--- config.mk ---
export PLATFORM = sky130hd
export DESIGN_NAME = dpd_conv_seq
export DESIGN_NICKNAME = d
export VERILOG_FILES = /design/src/rtl/dpd_conv_pkg.sv /design/src/rtl/dpd_conv_seq_dabble_step.sv /design/src/rtl/dpd_pack.sv /design/src/rtl/dpd_unpack.sv /design/src/rtl/dpd_conv_seq.sv
export SDC_FILE = /design/constraint.sdc
export NUM_CORES = 1
export LEC_CHECK = 0
export CAP_MARGIN = 10
export CORE_MARGIN = 4
export CORE_UTILIZATION = 45
export DETAILED_ROUTE_END_ITERATION = 8
export PLACE_DENSITY = 0.65
export SLEW_MARGIN = 0
export SYNTH_ARGS = -nofsm -noshare
export SYNTH_HDL_FRONTEND = slang
export SYNTH_SLANG_ARGS = --single-unit
--- constraint.sdc ---
create_clock -name clk -period 5.4 [get_ports clk]
set_input_delay 1.08 -clock clk [delete_from_list [all_inputs] [get_ports clk]]
set_output_delay 1.08 -clock clk [all_outputs]
set_load 0.05 [all_outputs]
--- src/rtl/dpd_conv_pkg.sv ---
// Shared constants for the decimal format converter: format codes,
// FSM state codes and width helpers derived from the declet count.
package dpd_conv_pkg;

   localparam logic [1:0] FMT_BIN     = 2'b00;
   localparam logic [1:0] FMT_BCD     = 2'b01;
   localparam logic [1:0] FMT_DPD     = 2'b10;
   localparam logic [1:0] FMT_DPD_ALT = 2'b11;

   localparam logic [1:0] ST_IDLE    = 2'd0;
   localparam logic [1:0] ST_BIN2BCD = 2'd1;
   localparam logic [1:0] ST_BCD2BIN = 2'd2;
   localparam logic [1:0] ST_DONE    = 2'd3;

   function automatic int dig_cnt(input int ndec);
      return 3 * ndec;
   endfunction

   function automatic int bin_w(input int ndec);
      return 10 * ndec;
   endfunction

   function automatic int bcd_w(input int ndec);
      return 12 * ndec;
   endfunction

endpackage

--- src/rtl/dpd_conv_seq_dabble_step.sv ---
// Double-dabble correction: adds 3 to every BCD digit that is 5 or more,
// ahead of the one-bit left shift done by the caller.
module bcd_dabble_step #(
   parameter int NDIG = 7
) (
   input  logic [4*NDIG-1:0] i_dig,
   output logic [4*NDIG-1:0] o_dig
);

   for (genvar g = 0; g < NDIG; g++) begin : g_dig
      assign o_dig[4*g +: 4] = (i_dig[4*g +: 4] >= 4'd5) ? i_dig[4*g +: 4] + 4'd3
                                                          : i_dig[4*g +: 4];
   end

endmodule

--- src/rtl/dpd_pack.sv ---
// Packs three BCD digits into one 10-bit DPD declet. Digits 8..15 count as
// large and contribute only their LSB, so 10..15 encode as 8 or 9.
module dpd_pack (
   input  logic [11:0] i_bcd,
   output logic [9:0]  o_dpd
);

   logic       w_bh, w_bt, w_bu;
   logic [2:0] w_h, w_t, w_u;

   assign {w_bh, w_h} = i_bcd[11:8];
   assign {w_bt, w_t} = i_bcd[7:4];
   assign {w_bu, w_u} = i_bcd[3:0];

   always_comb begin
      case ({w_bh, w_bt, w_bu})
         3'b000:  o_dpd = {w_h, w_t, 1'b0, w_u};
         3'b001:  o_dpd = {w_h, w_t, 3'b100, w_u[0]};
         3'b010:  o_dpd = {w_h, w_u[2:1], w_t[0], 3'b101, w_u[0]};
         3'b011:  o_dpd = {w_h, 2'b10, w_t[0], 3'b111, w_u[0]};
         3'b100:  o_dpd = {w_u[2:1], w_h[0], w_t, 3'b110, w_u[0]};
         3'b101:  o_dpd = {w_t[2:1], w_h[0], 2'b01, w_t[0], 3'b111, w_u[0]};
         3'b110:  o_dpd = {w_u[2:1], w_h[0], 2'b00, w_t[0], 3'b111, w_u[0]};
         default: o_dpd = {2'b00, w_h[0], 2'b11, w_t[0], 3'b111, w_u[0]};
      endcase
   end

endmodule

--- src/rtl/dpd_unpack.sv ---
// Unpacks one 10-bit DPD declet into three BCD digits. Non-canonical codes
// decode by the standard rules (the ignored bits simply drop out).
module dpd_unpack (
   input  logic [9:0]  i_dpd,
   output logic [11:0] o_bcd
);

   logic [3:0] w_h, w_t, w_u;

   // NOTE: every output of a combinational block gets a default first, so no path can infer a latch.
   always_comb begin
      w_h = {1'b0, i_dpd[9:7]};
      w_t = {1'b0, i_dpd[6:4]};
      w_u = {1'b0, i_dpd[2:0]};
      if (i_dpd[3]) begin
         case (i_dpd[2:1])
            2'b00: w_u = {3'b100, i_dpd[0]};
            2'b01: begin
               w_t = {3'b100, i_dpd[4]};
               w_u = {1'b0, i_dpd[6:5], i_dpd[0]};
            end
            2'b10: begin
               w_h = {3'b100, i_dpd[7]};
               w_u = {1'b0, i_dpd[9:8], i_dpd[0]};
            end
            default: begin
               case (i_dpd[6:5])
                  2'b00: begin
                     w_h = {3'b100, i_dpd[7]};
                     w_t = {3'b100, i_dpd[4]};
                     w_u = {1'b0, i_dpd[9:8], i_dpd[0]};
                  end
                  2'b01: begin
                     w_h = {3'b100, i_dpd[7]};
                     w_t = {1'b0, i_dpd[9:8], i_dpd[4]};
                     w_u = {3'b100, i_dpd[0]};
                  end
                  2'b10: begin
                     w_t = {3'b100, i_dpd[4]};
                     w_u = {3'b100, i_dpd[0]};
                  end
                  default: begin
                     w_h = {3'b100, i_dpd[7]};
                     w_t = {3'b100, i_dpd[4]};
                     w_u = {3'b100, i_dpd[0]};
                  end
               endcase
            end
         endcase
      end
   end

   assign o_bcd = {w_h, w_t, w_u};

endmodule

--- src/rtl/dpd_conv_seq.sv ---
// Sequential binary / BCD / DPD converter over NDEC declets. Binary input is
// converted by double-dabble (one bit per cycle), binary output by Horner.
module dpd_conv_seq
   import dpd_conv_pkg::*;
#(
   parameter int NDEC = 2
) (
   input  logic                       clk,
   input  logic                       rst_n,
   input  logic                       in_valid,
   output logic                       in_ready,
   input  logic [1:0]                 in_fmt,
   input  logic [1:0]                 out_fmt,
   input  logic [bcd_w(NDEC)-1:0]     in_data,
   output logic                       out_valid,
   input  logic                       out_ready,
   output logic [bcd_w(NDEC)-1:0]     out_data,
   output logic                       out_ovf,
   output logic [dig_cnt(NDEC)-1:0]   out_bad,
   output logic                       out_bad_any,
   output logic                       busy
);

   localparam int D   = dig_cnt(NDEC);
   localparam int W   = bin_w(NDEC);
   localparam int B   = bcd_w(NDEC);
   localparam int ND1 = D + 1;
   localparam int CW  = $clog2(W);

   logic [1:0]       r_state, w_nxt_state;
   logic [1:0]       r_out_fmt, w_out_fmt;
   logic [4*ND1-1:0] r_dig, w_nxt_dig, w_add3;
   logic [W-1:0]     r_sh, w_nxt_sh;
   logic [W-1:0]     r_acc, w_nxt_acc, w_acc_mac;
   logic [CW-1:0]    r_cnt, w_nxt_cnt;
   logic [3:0]       w_cur_dig;
   logic [B-1:0]     w_unpk, w_out_data, r_out_data;
   logic [W-1:0]     w_pack;
   logic [D-1:0]     w_out_bad, r_out_bad;
   logic             r_out_ovf, w_load_out, w_accept;

   assign w_accept = in_valid && (r_state == ST_IDLE);

   for (genvar g = 0; g < NDEC; g++) begin : g_declet
      dpd_unpack u_unpack (
         .i_dpd (in_data[10*g +: 10]),
         .o_bcd (w_unpk[12*g +: 12])
      );
      dpd_pack u_pack (
         .i_bcd (w_nxt_dig[12*g +: 12]),
         .o_dpd (w_pack[10*g +: 10])
      );
   end

   bcd_dabble_step #(.NDIG(ND1)) u_step (
      .i_dig (r_dig),
      .o_dig (w_add3)
   );

   always_comb begin
      w_cur_dig = '0;
      for (int i = 0; i < D; i++) begin
         if (r_cnt == CW'(i)) w_cur_dig = r_dig[4*i +: 4];
      end
   end

   // Horner step; the product wraps modulo 2^W by construction.
   assign w_acc_mac = (r_acc << 3) + (r_acc << 1) + W'(w_cur_dig);

   always_comb begin
      w_nxt_state = r_state;
      w_nxt_dig   = r_dig;
      w_nxt_sh    = r_sh;
      w_nxt_acc   = r_acc;
      w_nxt_cnt   = r_cnt;
      case (r_state)
         ST_IDLE: begin
            if (in_valid) begin
               w_nxt_acc = '0;
               if (in_fmt == FMT_BIN) begin
                  w_nxt_dig   = '0;
                  w_nxt_sh    = in_data[W-1:0];
                  w_nxt_cnt   = CW'(W - 1);
                  w_nxt_state = ST_BIN2BCD;
               end else begin
                  w_nxt_dig   = {4'h0, (in_fmt == FMT_BCD) ? in_data : w_unpk};
                  w_nxt_cnt   = CW'(D - 1);
                  w_nxt_state = (out_fmt == FMT_BIN) ? ST_BCD2BIN : ST_DONE;
               end
            end
         end
         ST_BIN2BCD: begin
            // Digits and binary shifter form one rotating register.
            w_nxt_dig = {w_add3[4*ND1-2:0], r_sh[W-1]};
            w_nxt_sh  = {r_sh[W-2:0], w_add3[4*ND1-1]};
            w_nxt_cnt = r_cnt - 1'b1;
            if (r_cnt == '0) begin
               w_nxt_cnt   = CW'(D - 1);
               w_nxt_state = (r_out_fmt == FMT_BIN) ? ST_BCD2BIN : ST_DONE;
            end
         end
         ST_BCD2BIN: begin
            w_nxt_acc = w_acc_mac;
            w_nxt_cnt = r_cnt - 1'b1;
            if (r_cnt == '0) w_nxt_state = ST_DONE;
         end
         ST_DONE: begin
            if (out_ready) w_nxt_state = ST_IDLE;
         end
         default: w_nxt_state = ST_IDLE;
      endcase
   end

   // Results are captured on the edge that enters DONE, from the next-state values.
   assign w_load_out = (w_nxt_state == ST_DONE) && (r_state != ST_DONE);
   assign w_out_fmt  = (r_state == ST_IDLE) ? out_fmt : r_out_fmt;

   always_comb begin
      w_out_data = '0;
      case (w_out_fmt)
         FMT_BIN:              w_out_data = {{(B-W){1'b0}}, w_nxt_acc};
         FMT_BCD:              w_out_data = w_nxt_dig[B-1:0];
         FMT_DPD, FMT_DPD_ALT: w_out_data = {{(B-W){1'b0}}, w_pack};
         default:              w_out_data = '0;
      endcase
      for (int i = 0; i < D; i++) begin
         w_out_bad[i] = (w_nxt_dig[4*i +: 4] > 4'd9);
      end
   end

   always_ff @(posedge clk or negedge rst_n) begin
      if (!rst_n) begin
         r_state    <= ST_IDLE;
         r_out_fmt  <= FMT_BIN;
         r_dig      <= '0;
         r_sh       <= '0;
         r_acc      <= '0;
         r_cnt      <= '0;
         r_out_data <= '0;
         r_out_ovf  <= 1'b0;
         r_out_bad  <= '0;
      end else begin
         r_state <= w_nxt_state;
         r_dig   <= w_nxt_dig;
         r_sh    <= w_nxt_sh;
         r_acc   <= w_nxt_acc;
         r_cnt   <= w_nxt_cnt;
         if (w_accept) r_out_fmt <= out_fmt;
         if (w_load_out) begin
            r_out_data <= w_out_data;
            r_out_ovf  <= |w_nxt_dig[4*ND1-1 -: 4];
            r_out_bad  <= w_out_bad;
         end
      end
   end

   assign in_ready    = (r_state == ST_IDLE);
   assign busy        = (r_state != ST_IDLE);
   assign out_valid   = (r_state == ST_DONE);
   assign out_data    = r_out_data;
   assign out_ovf     = r_out_ovf;
   assign out_bad     = r_out_bad;
   assign out_bad_any = |r_out_bad;

endmodule

==> results of run 1 <==
==> cells by family (layout without fill, tap and decap cells) <==
family          count (synthesis)  in the layout  synth area share
fa+ha+maj                      60             60            0.0985
buf+inv                        95            144            0.0496
compound gates                311            311             0.260
xor+xnor                       21             21            0.0237
mux                            38             38            0.0502
simple gates                  275            275             0.171
flops                         108            108             0.348
==> worst register-to-register path: stages, from the launching register on <==
cell,delay (ns)
dfrtp_1,0.45
ha_1,0.31
nor4_1,0.41
nand3_1,0.13
nand3_1,0.10
o21ai_0,0.11
fa_1,0.55
inv_1,0.06
ha_1,0.30
a211oi_1,0.34
or3b_2,0.20
nand2_1,0.08
a211o_1,0.29
or3_1,0.31
nand3_1,0.13
a311oi_1,0.13
a221o_1,0.29
==> sequential cells by signal (all words and copies together), names as in the netlist <==
signal,count
r_dig,28
out_data,24
r_acc,20
r_sh,20
out_bad,6
r_cnt,5
r_out_fmt,2
r_state,2
out_ovf,1
==> through the flow <==
stage	util	hold slack, ns	cell area [µm²]	worst slack [ns]	std cells
global placement	0.514	0.464	8620	1.09	1161
detailed placement	0.514	0.473	8620	1.09	1161
global route	0.532	0.499	8920	0.732	1177
floorplan	-	0.450	7770	1.59	908
CTS	0.532	0.490	8920	1.11	1177
finish	0.532	0.486	8920	1.10	1177
==> cell usage in the layout (no fill, tap or decap), types with 9 or more instances in the layout <==
| master | Yosys | layout |
|---|---|---|
| a21oi_1 | 65 | 64 |
| a221oi_1 | 12 | 12 |
| a31oi_1 | 12 | 12 |
| buf_4 | 0 | 15 |
| clkbuf_16 | 0 | 9 |
| clkdlybuf4s50_1 | 0 | 65 |
| dfrtp_1 | 108 | 108 |
| ha_1 | 58 | 57 |
| inv_1 | 47 | 47 |
| mux2i_1 | 32 | 32 |
| nand2_1 | 122 | 122 |
| nand2b_1 | 12 | 12 |
| nand3_1 | 12 | 12 |
| nor2_1 | 41 | 41 |
| nor2b_1 | 15 | 15 |
| nor3_1 | 18 | 18 |
| nor3b_1 | 14 | 14 |
| o21ai_0 | 107 | 107 |
| o31ai_1 | 11 | 11 |
| xnor2_1 | 10 | 10 |
| xor2_1 | 11 | 11 |
==> per-layer routing <==
| layer | track usage | share of wire | up-vias | routed length [µm] |
|---|---|---|---|---|
| li1 | - | - | 3421 | - |
| met3 | 0.0497 | 0.068 | 38 | 1580 |
| met1 | 0.341 | 0.45 | 3385 | 10500 |
| met4 | 0.0742 | 0.030 | 0 | 707 |
| met2 | 0.372 | 0.45 | 257 | 10500 |
| met5 | 0 | 0 | - | 0 |
==> final cells by class <==
cell class                 count  area [µm²]  share of cell area
sequential                   108        2700               0.303
timing repair buffer          80         763              0.0856
tap                          220         275              0.0309
clock inverter                 6        68.8             0.00772
clock buffer                  10         229              0.0257
inverter                      48         180              0.0202
multi-input combinational    705        4700               0.527
==> worst paths after layout <==
check,end,slack [ns],cells past startpoint
max in group asynchronous,out_data[22]$_DFFE_PN0P_,3.44,2
max reg2reg,out_data[15]$_DFFE_PN0P_,1.10,16
min,r_sh[1]$_DFFE_PN0P_,0.49,2
min reg2reg,r_sh[1]$_DFFE_PN0P_,0.49,2
min in group asynchronous,r_sh[12]$_DFFE_PN0P_,0.85,1
max,out_data[15]$_DFFE_PN0P_,1.10,16
==> qor.yml, run 1 <==
sta:
  clock_skew_ns: 0.00938
  finalCritPeriodShare: 0.796
  fmax_ghz: 0.233
  finalSetupTns_ns: 0
  tightestPinTransition_ns: 0.891
  setup_violations: 0
  rsz0062_at_grt: "no"
  final-hold-violation-count: 0
  period_minus_slack_ns: 4.30
  slew_viol_final: 0
  maxSlewHeadroom: 0.406
global_routing:
  grt_pass1_vias: 6654
  grt_overflow: 0
  grt_pass1_wl_um: 37700
  grt_max_degree: 67
  antenna_found_initial: 0
  track_usage: 0.241
drt:
  routed-via-count: 7101
  vias_per_cell: 6.03
  firstDrtPassIters: 6
  drtIter0Drc: 592
  drc: 0
  wire_per_inst_um: 19.8
  ant_nets: 0
  totalWireLength_um: 23300
logic_synthesis:
  ys_top_cells_by_area: "dfrtp_1, ha_1, o21ai_0"
  synth_edf_count: 0
  synthArstFlopShare: 1.00
  synth_top_cell_area_share: 0.348
  yosysMostFrequentCell: "nand2_1"
  synthTopCellsByCount: "nand2_1, dfrtp_1, o21ai_0"
  syn_avg_cell_area_um2: 8.56
  synth_seq_cells: 108
  yosysSeqAreaShare: 0.348
  synth_ff_type: "dfrtp_1"
  synth_cell_types: 74
  synth_warnings: 0
  synthCells: 908
  yosysTopAreaCell: "dfrtp_1"
  netlist_area_um2: 7770
  syn_nets: 1000
critical_path:
  crit_buf_inv: 1
  end_kind: "flop"
  worstPathRequired_ns: 5.65
  critical_path.startpoint_type: "flop"
  worst-path-max-fanout: 7
  path_common_cell: "nand3_1"
  reg2reg_from: "r_cnt[0]$_DFFE_PN0P_"
  startpoint: "r_cnt[0]$_DFFE_PN0P_"
  path_delay_family: "simple AND/OR/NAND/NOR gates"
  worstSetupPathType: "reg2reg"
  cp.arrival_ns: 4.55
  crit_chain: "ha_1, nor4_1, nand3_1, nand3_1, o21ai_0, fa_1, inv_1, ha_1, a211oi_1, or3b_2, nand2_1, a211o_1, or3_1, nand3_1, a311oi_1, a221o_1"
  slowest_delay_ns: 0.55
  critPathSlowestCell: "fa_1"
worst_hold_path:
  hold_path_class: "reg2reg"
  hp-start: "r_sh[1]$_DFFE_PN0P_"
clock_tree:
  root_buffer: "clkbuf_16"
  cts_resized: 0
  clock-sinks: 108
  cts_buffers: 9
  cts_tree: "yes"
  cts_hold_buf: 0
  clock_latency_ns: 0.36
  clk_path_buf_depth: 2
  post-cts-setup-buffer-count: 0
  htreeDepth: 3
  clk_pin_slew_worst_paths_ns: 0.08
status:
  status: "completed"
floorplan:
  die-area_um2: 19400
  die_w_um: 139
  core_um2: 16800
  initial_utilization: 0.464
  rows: 47
  fp.dieH_um: 139
  io_pins: 67
placement:
  hpwl_um: 17300
  gp_congestion: 0.931
  io_buffers: 66
final_layout:
  fillers: 1576
  syn_to_final_growth_pct: 14.7
  drive_gt1_frac: 0.0533
  finalNetCount: 1044
  diodes: 0
run:
  drv_cap: 0
Power of run 1 is left out: the tool's default activity adds up to more than one toggle a clock period on the data nets, which glitch-free logic cannot reach.
==> run 2: changes to the inputs <==
==> constraint.sdc (replaced) <==
create_clock -name clk -period 4.17 [get_ports clk]
set_input_delay 0.834 -clock clk [delete_from_list [all_inputs] [get_ports clk]]
set_output_delay 0.834 -clock clk [all_outputs]
set_load 0.05 [all_outputs]
==> run 2 against run 1 <==
- hold slack worse by 0.016 ns
- final area increased by 2.6%
- die area unchanged
- largest cell class unchanged
- non-clock buffer count is 24 higher
- critical endpoint unchanged
- via count is 1.4% higher
==> qor.yml, run 2 (synthesis results as in run 1) <==
global_routing:
  grt.busiest_layer: "met2"
  grt_max_degree: 63
  grt_use_met2: 0.378
  grt_overflow: 0
  grt_pass1_wl_um: 38200
  track_usage: 0.243
  met1_usage: 0.347
  antenna_found_initial: 1
  grt_util_met3: 0.0511
  grt_pass1_vias: 6818
drt:
  drc: 0
  routed-via-count: 7197
  drtIter0Drc: 575
  firstDrtPassIters: 5
  wire_per_inst_um: 19.6
  totalWireLength_um: 23500
  vias_per_cell: 5.99
  ant_nets: 0
sta:
  slew_viol_final: 0
  fin_ws_ns: 0.240
  hold_slack_ns: 0.470
  maxSlewHeadroom: 0.329
  setup_violations: 0
  finalCritPeriodShare: 0.943
  period_minus_slack_ns: 3.93
  fmax_ghz: 0.254
  final-hold-violation-count: 0
  clock_skew_ns: 0.00850
  tightestPinTransition_ns: 0.987
critical_path:
  r2r_cells: 18
  worstSetupPathType: "reg2reg"
  crit_chain: "inv_2, ha_4, nand2_1, o21ai_0, nand3_1, nand3_1, o21ai_2, fa_1, inv_1, ha_1, a211oi_2, or3b_2, nand2_1, a211o_1, or3_1, nand3_1, a311oi_1, a221o_1"
  critPathSlowestCell: "fa_1"
  rrSetupSlack_ns: 0.24
  end_kind: "flop"
  worstPathRequired_ns: 4.42
  slowest_delay_ns: 0.57
  r2r-end: "out_data[15]$_DFFE_PN0P_"
  path_common_cell: "nand3_1"
  critical_path.startpoint_type: "flop"
  worst-path-max-fanout: 7
  cp.arrival_ns: 4.18
  reg2reg_from: "r_cnt[0]$_DFFE_PN0P_"
final_layout:
  fin_cells: 1201
  diodes: 0
  fillers: 1572
  drive_gt1_frac: 0.0897
  finalNetCount: 1068
  layout_commonest_cell: "nand2_1"
  fin_util: 0.546
  syn_to_final_growth_pct: 17.7
  layout_common_cells: "nand2_1, dfrtp_1, o21ai_0"
  largest-register: "r_dig"
  largest_reg_flops: 28
placement:
  placed_cells: 1182
  post-place-ws_ns: 0.0572
  hpwl_um: 17500
  gp_congestion: 0.914
  io_buffers: 66
clock_tree:
  root_buffer: "clkbuf_16"
  clk_pin_slew_worst_paths_ns: 0.08
  clk_path_buf_depth: 2
  cts_hold_buf: 0
  clock-sinks: 108
  cts_tree: "yes"
  htreeDepth: 3
  clock_latency_ns: 0.36
  cts_buffers: 9
floorplan:
  fp.dieH_um: 139
  rows: 47
  io_pins: 67
  initial_utilization: 0.464
  core_um2: 16800
  die-area_um2: 19400
  die_w_um: 139
status:
  status: "completed"
run:
  drv_cap: 0
worst_hold_path:
  hold_path_class: "in2async"
-- run 2: changes by cell type in the layout (fill, tap and decap cells not counted), moves of 2 or more --
cell	before	now
ha_1	57	54
inv_1	47	45
buf_4	15	38
inv_8	0	2
inv_2	0	2
ha_2	1	3
-- run 2: repair_timing --
item	4_1_cts	5_1_grt
gates resized for setup	0	17
endpoints found under the setup margin	0	17
buffers inserted	0	3
-- run 2: final cells by class --
type	count	area, µm²	area share
clock buffers	10	229	0.0250
clock inverters	6	53.8	0.00588
inverters	48	180	0.0197
multi-input cells	705	4750	0.519
flip-flops and latches	108	2700	0.295
well taps	220	275	0.0301
repair buffers	104	956	0.104
-- run 2: how the worst max path moves through the flow --
stage | depth (start not counted) | slack, ns | endpoint | start
2_1_floorplan | 19 | 0.36 | out_data[15]$_DFFE_PN0P_ | r_cnt[1]$_DFFE_PN0P_
3_3_place_gp | 18 | 0.18 | out_data[15]$_DFFE_PN0P_ | r_cnt[0]$_DFFE_PN0P_
3_5_place_dp | 17 | 0.06 | out_data[13]$_DFFE_PN0P_ | r_cnt[0]$_DFFE_PN0P_
4_1_cts | 17 | 0.07 | out_data[13]$_DFFE_PN0P_ | r_cnt[0]$_DFFE_PN0P_
5_1_grt | 18 | -0.002 | out_data[17]$_DFFE_PN0P_ | r_cnt[1]$_DFFE_PN0P_
6_report | 18 | 0.24 | out_data[15]$_DFFE_PN0P_ | r_cnt[0]$_DFFE_PN0P_
-- run 2: per-layer routing --
layer	up-vias	share of wire
li1	3476	-
met1	3454	0.46
met2	238	0.45
met3	29	0.068
met4	0	0.021
met5	-	0
-- run 2: metrics by stage --
stage               setup TNS [ns]  instance area [µm²]
floorplan                        0                 7770
global placement                 0                 8790
detailed placement               0                 8790
CTS                              0                 9070
global route              -0.00205                 9150
finish                           0                 9150
-- run 2: worst max-delay path: cells and delay by family, from the launching register on --
kind / cells / cell delay [ns]
flops: 1 / 0.46
compound gates: 6 / 1.16
simple gates: 7 / 1.00
fa+ha+maj: 3 / 1.04
buf+inv: 2 / 0.17
Power of run 2 is left out for the same reason.
